==> src/rtl/enc_mes_gearbox.sv <==
// Symbol-granular FIFO gearbox between the message generator and the encoder datapath.
// Takes IN_SYM symbols per beat, emits OUT_SYM per beat, and zero-pads and flags the final beat of a message.
module enc_mes_gearbox #(
    parameter int unsigned SYM_W   = 8,
    parameter int unsigned IN_SYM  = 4,
    parameter int unsigned OUT_SYM = 3,
    parameter int unsigned DEP     = 12,
    parameter int unsigned CNT_W   = $clog2(DEP + 1)
) (
    input  logic                     clk,
    input  logic                     rst,
    input  logic                     con_stall,
    input  logic                     in_valid,
    output logic                     in_ready,
    input  logic [IN_SYM*SYM_W-1:0]  in_data,
    input  logic                     in_last,
    output logic                     out_valid,
    input  logic                     out_ready,
    output logic [OUT_SYM*SYM_W-1:0] out_data,
    output logic [OUT_SYM-1:0]       out_keep,
    output logic                     out_last,
    output logic [CNT_W-1:0]         count
);

    localparam int unsigned BUF_W = DEP * SYM_W;
    localparam logic [CNT_W-1:0] L_IN   = CNT_W'(IN_SYM);
    localparam logic [CNT_W-1:0] L_OUT  = CNT_W'(OUT_SYM);
    localparam logic [CNT_W-1:0] L_DEP  = CNT_W'(DEP);
    localparam logic [CNT_W-1:0] L_ROOM = CNT_W'(DEP - IN_SYM);

    generate
        if (DEP < IN_SYM + OUT_SYM) begin : g_bad_dep
            $error("enc_mes_gearbox: DEP must be at least IN_SYM + OUT_SYM");
        end
    endgenerate

    // Symbol k of the store lives at bits [k*SYM_W +: SYM_W]; slot 0 is the oldest.
    logic [BUF_W-1:0] r_buf;
    logic [CNT_W-1:0] r_count;
    logic             r_last_pend;

    logic [BUF_W-1:0] w_buf_nxt;
    logic [CNT_W-1:0] w_count_nxt;
    logic             w_last_nxt;
    logic             w_push;
    logic             w_pop;
    logic [CNT_W-1:0] w_n;
    logic [CNT_W-1:0] w_base;

    // Handshake and output fields decoded from held state.
    always_comb begin
        in_ready  = 1'b0;
        out_valid = 1'b0;
        out_last  = 1'b0;
        out_keep  = '0;
        out_data  = r_buf[OUT_SYM*SYM_W-1:0];
        count     = r_count;

        in_ready  = !con_stall && !r_last_pend && (r_count <= L_ROOM);
        out_valid = !con_stall && ((r_count >= L_OUT) || (r_last_pend && (r_count != '0)));
        out_last  = r_last_pend && (r_count <= L_OUT) && (r_count != '0);
        for (int j = 0; j < int'(OUT_SYM); j++) begin
            out_keep[j] = (CNT_W'(j) < r_count);
        end
    end

    // Pop shifts the store down; a same-cycle push lands just above what survives the pop.
    always_comb begin
        w_push      = in_valid && in_ready;
        w_pop       = out_valid && out_ready;
        w_n         = '0;
        w_base      = '0;
        w_buf_nxt   = r_buf;
        w_count_nxt = r_count;
        w_last_nxt  = r_last_pend;

        if (w_pop) begin
            w_n = (r_count >= L_OUT) ? L_OUT : r_count;
        end
        w_base      = r_count - w_n;
        w_buf_nxt   = r_buf >> (SYM_W * 32'(w_n));
        w_count_nxt = w_base;

        if (w_push) begin
            w_buf_nxt   = w_buf_nxt | (BUF_W'(in_data) << (SYM_W * 32'(w_base)));
            w_count_nxt = w_base + L_IN;
        end

        if (w_pop && out_last) begin
            w_last_nxt = 1'b0;
        end
        if (w_push && in_last) begin
            w_last_nxt = 1'b1;
        end
    end

    always_ff @(posedge clk or posedge rst) begin
        if (rst) begin
            r_buf       <= '0;
            r_count     <= '0;
            r_last_pend <= 1'b0;
        end else begin
            r_buf       <= w_buf_nxt;
            r_count     <= w_count_nxt;
            r_last_pend <= w_last_nxt;
        end
    end

    a_count_le_dep : assert property (@(posedge clk) disable iff (rst) r_count <= L_DEP);

endmodule

==> config.mk <==
export PLATFORM = sky130hd
export DESIGN_NAME = enc_mes_gearbox
export DESIGN_NICKNAME = d
export VERILOG_FILES = /design/src/rtl/enc_mes_gearbox.sv
export SDC_FILE = /design/constraint.sdc
export NUM_CORES = 1
export LEC_CHECK = 0
export ABC_AREA = 1
export CAP_MARGIN = 5
export CORE_MARGIN = 2
export CORE_UTILIZATION = 35
export DETAILED_ROUTE_END_ITERATION = 8
export PLACE_DENSITY_LB_ADDON = 0.08
export RECOVER_POWER = 50
export REMOVE_ABC_BUFFERS = 1
export SLEW_MARGIN = 20
export SYNTH_ARGS = -nofsm -noshare
export SYNTH_HDL_FRONTEND = slang
export SYNTH_SLANG_ARGS = --single-unit
export TNS_END_PERCENT = 1
==> constraint.sdc <==
create_clock -name clk -period 3.6 [get_ports clk]
set_input_delay 0.72 -clock clk [delete_from_list [all_inputs] [get_ports clk]]
set_output_delay 0.72 -clock clk [all_outputs]
set_load 0.02 [all_outputs]
Yosys cells after proc, flatten, opt, wreduce, memory -nomap -nowiden
Index checks and enable logic that the tools add are counted.
{"block": "word_totals", "romBits": 0, "reg_bits": 101, "latch_bits": 0, "mem_bits_rw": 0, "word_cells": 35, "memories": 0, "inputBits": 38}
{"block": "op_classes", "shifts": 2, "multipliers": 0, "div": 0, "order_cmp": 6, "add_sub_neg": 2, "n_reduce_logical": 15, "eq_ne": 0, "bitwise": 1, "n_mux": 6}
{"operator": "two-way mux 96 bit", "n": 1}
{"operator": "OR 96 bit", "n": 1}
{"operator": "left shift 32 x 7 -> 96 bit", "n": 1}
{"operator": ">> shifter 96 x 7 -> 96 bit", "n": 1}
{"operator": "two-way mux 4 bit", "n": 3}
{"operator": "logical AND 1 bit", "n": 10}
{"operator": "less-than comparator 1 x 4 -> 1 bit, first input constant", "n": 2}
{"operator": "adder 4 x 3 -> 4 bit, second input constant", "n": 1}
{"operator": "greater-or-equal comparator 4 x 2 -> 1 bit, second input constant", "n": 1}
{"operator": "less-or-equal comparator 4 x 2 -> 1 bit, second input constant", "n": 1}
{"operator": "less-or-equal comparator 4 bit, second input constant", "n": 1}
{"operator": "less-than comparator 2 x 4 -> 1 bit, first input constant", "n": 1}
{"operator": "nonzero test 4 bit", "n": 1}
{"operator": "subtractor 4 bit", "n": 1}
{"operator": "zero test 1 bit", "n": 2}
{"operator": "two-way mux 1 bit", "n": 2}
{"operator": "nonzero test 2 bit", "n": 1}
{"operator": "logical OR 1 bit", "n": 1}

Logic depth before layout (Yosys ltp)
Gate-level depths: netlist (run 1).
{"block": "logic_depth", "word_depth": 10, "mapped_depth": 20}

Worst setup path before layout (run 1)
No wires, ideal clock.
{"block": "synth_path", "kind": "register to register", "from": "register r_count[2] (netlist: count[2])", "to": "register r_buf[80]", "period_less_slack_ns": 3.308, "t_arrival_ns": 3.243, "setup_ns": 0.065, "path_buffers": 3, "path_slack_ns": 0.292, "path_stages_with_launch": 16, "path_cell_list": "dfrtp_1 -> nor2_4 -> nand2_2 -> nand2_2 -> a21oi_4 -> nand2_2 -> a21oi_2 -> buf_2 -> buf_2 -> fa_1 -> xor2_2 -> clkinv_1 -> clkbuf_1 -> nor3_1 -> nand2_1 -> nand2_1"}
{"block": "synth_between", "elab_chain_cells": 10, "elab_cells_between_ends": 16, "classes_between": "add/sub: 1; order compare: 2; shift: 2; mux: 3; bitwise: 1; reduce/logical: 7"}
{"element": "from (decl)", "line_no": "39", "rtl": "logic [CNT_W-1:0] r_count;"}
{"element": "from (signal assigned)", "line_no": "104", "rtl": "r_count <= w_count_nxt;"}
{"element": "parallel branches: the longest is 2 deep, another holds greater-or-equal comparator 4 x 2 -> 1 bit"}
{"element": "logical OR 1 bit *", "line_no": "60", "rtl": "out_valid = !con_stall && ((r_count >= L_OUT) || (r_last_pend && (r_count != '0)));"}
{"element": "logical AND 1 bit *", "line_no": "60"}
{"element": "named net out_valid", "line_no": "17", "rtl": "output logic out_valid,"}
{"element": "logical AND 1 bit *", "line_no": "70", "rtl": "w_pop = out_valid && out_ready;"}
{"element": "two-way mux 4 bit *", "line_no": "77", "rtl": "if (w_pop) begin"}
{"element": "subtractor 4 bit", "line_no": "80", "rtl": "w_base = r_count - w_n;"}
{"element": "left shift 32 x 7 -> 96 bit", "line_no": "85", "rtl": "w_buf_nxt = w_buf_nxt | (BUF_W'(in_data) << (SYM_W * 32'(w_base)));"}
{"element": "OR 96 bit", "line_no": "85"}
{"element": "two-way mux 96 bit *", "line_no": "84", "rtl": "if (w_push) begin"}
{"element": "named net w_buf_nxt[80]", "line_no": "42", "rtl": "logic [BUF_W-1:0] w_buf_nxt;"}
{"element": "to (signal assigned)", "line_no": "103", "rtl": "r_buf <= w_buf_nxt;"}
{"element": "to (decl)", "line_no": "38", "rtl": "logic [BUF_W-1:0] r_buf;"}
Mark *: on every way through the listed nets, which the timed path passes.
A chain may end at the register's enable or synchronous reset.

Worst setup path in the final report (run 1)
{"block": "layout_path", "from": "register r_count[2] (netlist: count[2])", "to": "register r_buf[59]"}
{"block": "layout_between", "elab_chain_cells": 10, "elab_cells_between_ends": 16, "classes_between": "add/sub: 1; order compare: 2; shift: 2; mux: 3; bitwise: 1; reduce/logical: 7"}
{"element": "parallel branches: the longest is 9 deep, another holds greater-or-equal comparator 4 x 2 -> 1 bit"}
{"element": "two-way mux 96 bit *", "line_no": "84"}
{"element": "named net w_buf_nxt[59]", "line_no": "42"}
Marked as above.

==> flow_metrics.tcl, run 1 <==
set metrics [dict create \
    path_cells "nor2_4 > nand2_2 > inv_2 > a21oi_4 > nand2_2 > a21oi_4 > inv_1 > ha_1 > nand2_1 > inv_1 > nand2_2 > nand2_1 > nand2_1 > nand3_2 > nor2_2 > nand2_1 > o21ai_0" \
    setup_viol 0 \
    maxSlewViolCount 0 \
    synth_simple_gate_area_frac 0.3776 \
    irDropWorstVdd_mv 0.4483 \
    max-cap-violations 0 \
    synthMuxAreaShare 0.01084 \
    synth-adder-area-share 0.007790 \
    antenna_cells 0 \
    drc 0 \
    ant_nets 0 \
    worst-endpoint-arrival_ps 3490 \
    dr.pass1.iters 5 \
    status "finished, final reports clean" \
    clkTransAtPathRegs_ps 70 \
    drt_wl_total_mm 24.35 \
    synth_edf_count 0 \
    fin_ws_ps 379.9 \
    synthesis.area_um2 7388 \
    cts-resized-gates 0 \
    min_period_ps 3220 \
    worstPathMaxFanout 13 \
    p_leak_nw 4.157 \
    cts_root_buffer "clkbuf_16" \
    h-tree-depth 3 \
    port_buffers 71 \
    hold_class "reg -> reg" \
    yosysWarnings 0 \
    ioPinCount 72 \
    grt_pass1_vias 7217 \
    dieHeight_um 149.3 \
    clk_latency_ps 360 \
    synth_top_family_by_area "simple AND/OR/NAND/NOR gates" \
    numCtsBuffers 9 \
    ys_seq_area_frac 0.3421 \
    drtIter0Drc 579 \
    crit_required_ps 3870 \
    slew_headroom 0.1649 \
    dp_slack_ps 129.8 \
    power_density_nw_per_um2 1045 \
    synth.avg_cell_area_um2 6.430 \
    end_kind "register" \
    hold_buffers 0 \
    hpwlAfterDp_mm 16.40 \
    num-nets-final 1220 \
    gp_congestion 0.7933 \
    post_cts_buffers 0 \
    cpMostUsedCell "nand2_1" \
    synth_compound_area_frac 0.1451 \
    via_per_inst 5.119 \
    core_area_um2 20890 \
    worstSetupPathType "reg -> reg" \
    tightest_slew_ps 1246 \
    ys.flop_type "dfrtp_1" \
    grt_max_degree 90 \
    cp-start-kind "register" \
    vias 7464 \
    syn2layout_area_growth_pct 16.34 \
    hold_viol 0 \
    antenna_found_initial 0 \
    async_reset_ff_frac 1.000 \
    dieArea_um2 22290 \
    worst_path_max_delay_cell "nor2_2" \
    rsz0062_at_grt "no" \
    period_share 0.8945 \
    cts_tree "yes" \
    start_util 0.3537 \
    track_usage 0.2263 \
    synthXorXnorAreaFrac 0.004572 \
    drive_above_1_share 0.09806 \
    cts_buffer_depth 2 \
    stdcell_count 1458 \
    grt.overflow.total 0 \
    fmax_mhz 310.5 \
    ys_types 39 \
    dieWidth_um 149.3 \
    ys_seq_elements 101 \
    cts.sinks 101 \
    numPlacedInstances 1442 \
    syn_inst 1149 \
    cp_slowest_stage_delay_ps 700 \
    wl_per_cell_um 16.70 \
    clock_skew_ps 9.100 \
    grt_pass1_wl_mm 39.26 \
    rows 53 \
]
==> kinds of logic after synthesis <==
family	Yosys count
mux	8
simple gates	666
fa+ha+maj	4
xor+xnor	3
buf+inv	175
other cells	1
flops	101
compound gates	191
==> cells in the mapped netlist, types with 3 or more instances <==
master	instances	area share
inv_2	3	0.0015
inv_1	72	0.037
a21oi_1	7	0.0047
nor3_1	3	0.0020
dfrtp_1	101	0.34
ha_1	3	0.0051
o21ai_2	15	0.018
buf_4	30	0.030
clkbuf_1	39	0.020
nand4_1	3	0.0025
nand3_1	133	0.090
o21ai_1	11	0.0075
nand2_2	9	0.0076
o21ai_0	146	0.099
clkinv_1	3	0.0015
nor2_1	58	0.029
buf_2	25	0.017
nand2_1	439	0.22
or2_2	13	0.011
o21bai_2	5	0.0076
buf_6	3	0.0046
mux2i_1	8	0.011
==> placed cells by master, fill, tap and decap left out, types with 5 or more instances in the layout <==
cell type	instances
a21oi_1	7
buf_4	40
clkbuf_16	9
clkdlybuf4s50_1	53
dfrtp_1	101
dlygate4sd3_1	18
inv_1	71
mux2i_1	8
nand2_1	439
nand2_2	9
nand3_1	133
nor2_1	58
o21ai_0	146
o21ai_1	11
o21ai_2	15
o21bai_2	5
or2_2	13
==> state kept, by name, indices dropped and copies added (netlist names) <==
register	count
r_last_pend	1
r_buf	96
count	4
==> per-layer routing <==
metal,share of wire,up-vias,track usage,wire length [µm]
met2,0.47,220,0.3703,11390
met5,0,-,0,0
met3,0.048,30,0.02202,1171
li1,-,3719,-,-
met4,0.018,0,0.06095,437
met1,0.47,3495,0.3201,11350
==> power breakdown <==
group	switching (W)	internal (W)	total (W)
sequential	0.000318	0.00171	0.00202
clock	0.000476	0.000578	0.00105
combinational	0.00393	0.00197	0.00590
==> through the flow <==
stage	setup TNS, ps	cell area, µm²	util	hold WS (ps)	total power (W)
2_1_floorplan	-296810	6862	-	475.8	0.005746
3_3_place_gp	0	8298	0.3972	493.1	0.007980
3_5_place_dp	0	8298	0.3972	497.8	0.007962
4_1_cts	0	8610	0.4122	514.9	0.009054
5_1_grt	0	8596	0.4115	544.2	0.009845
6_report	0	8596	0.4115	515.8	0.008981
==> path summary, 6_finish.rpt <==
| path | cells after the start | slack (ps) | from | end |
|---|---|---|---|---|
| worst max-delay path | 17 | 380 | count[2] | r_buf[59] |
| max in group asynchronous | 3 | 770 | rst | r_buf[56] |
| worst min register to register | 2 | 520 | r_buf[92] | r_buf[92] |
| min in group asynchronous | 2 | 1070 | rst | r_buf[22] |
| worst max register to register | 17 | 380 | count[2] | r_buf[59] |
| worst min-delay path | 2 | 520 | r_buf[92] | r_buf[92] |
==> critical path, delay by kind of cell (launching register included) <==
kind	cells	cell delay, ps
adders and majority gates	1	280
DFF	1	570
AOI/OAI and AO/OA	3	530
buffers and inverters	3	190
and+or+nand+nor	10	1560
==> final cells by class <==
type | count | area (µm²)
clock inverter | 5 | 58.81
multi-input combinational | 874 | 4060
inverter | 78 | 294.0
clock buffer | 11 | 252.7
fill | 2307 | 12290
sequential | 101 | 2527
tap | 275 | 344.1
timing repair buffer | 114 | 1059
Power figures use the tool's default switching activity.
==> inputs of run 2 (changes only) <==
--- a/config.mk
+++ b/config.mk
@@ -9,6 +9,7 @@
 export CAP_MARGIN = 5
 export CORE_MARGIN = 2
 export CORE_UTILIZATION = 35
+export CTS_CLUSTER_SIZE = 25
 export DETAILED_ROUTE_END_ITERATION = 8
 export PLACE_DENSITY_LB_ADDON = 0.08
 export RECOVER_POWER = 50
==> results of run 2 <==
The final DEF is identical to that of run 1; final timing and power are the same.
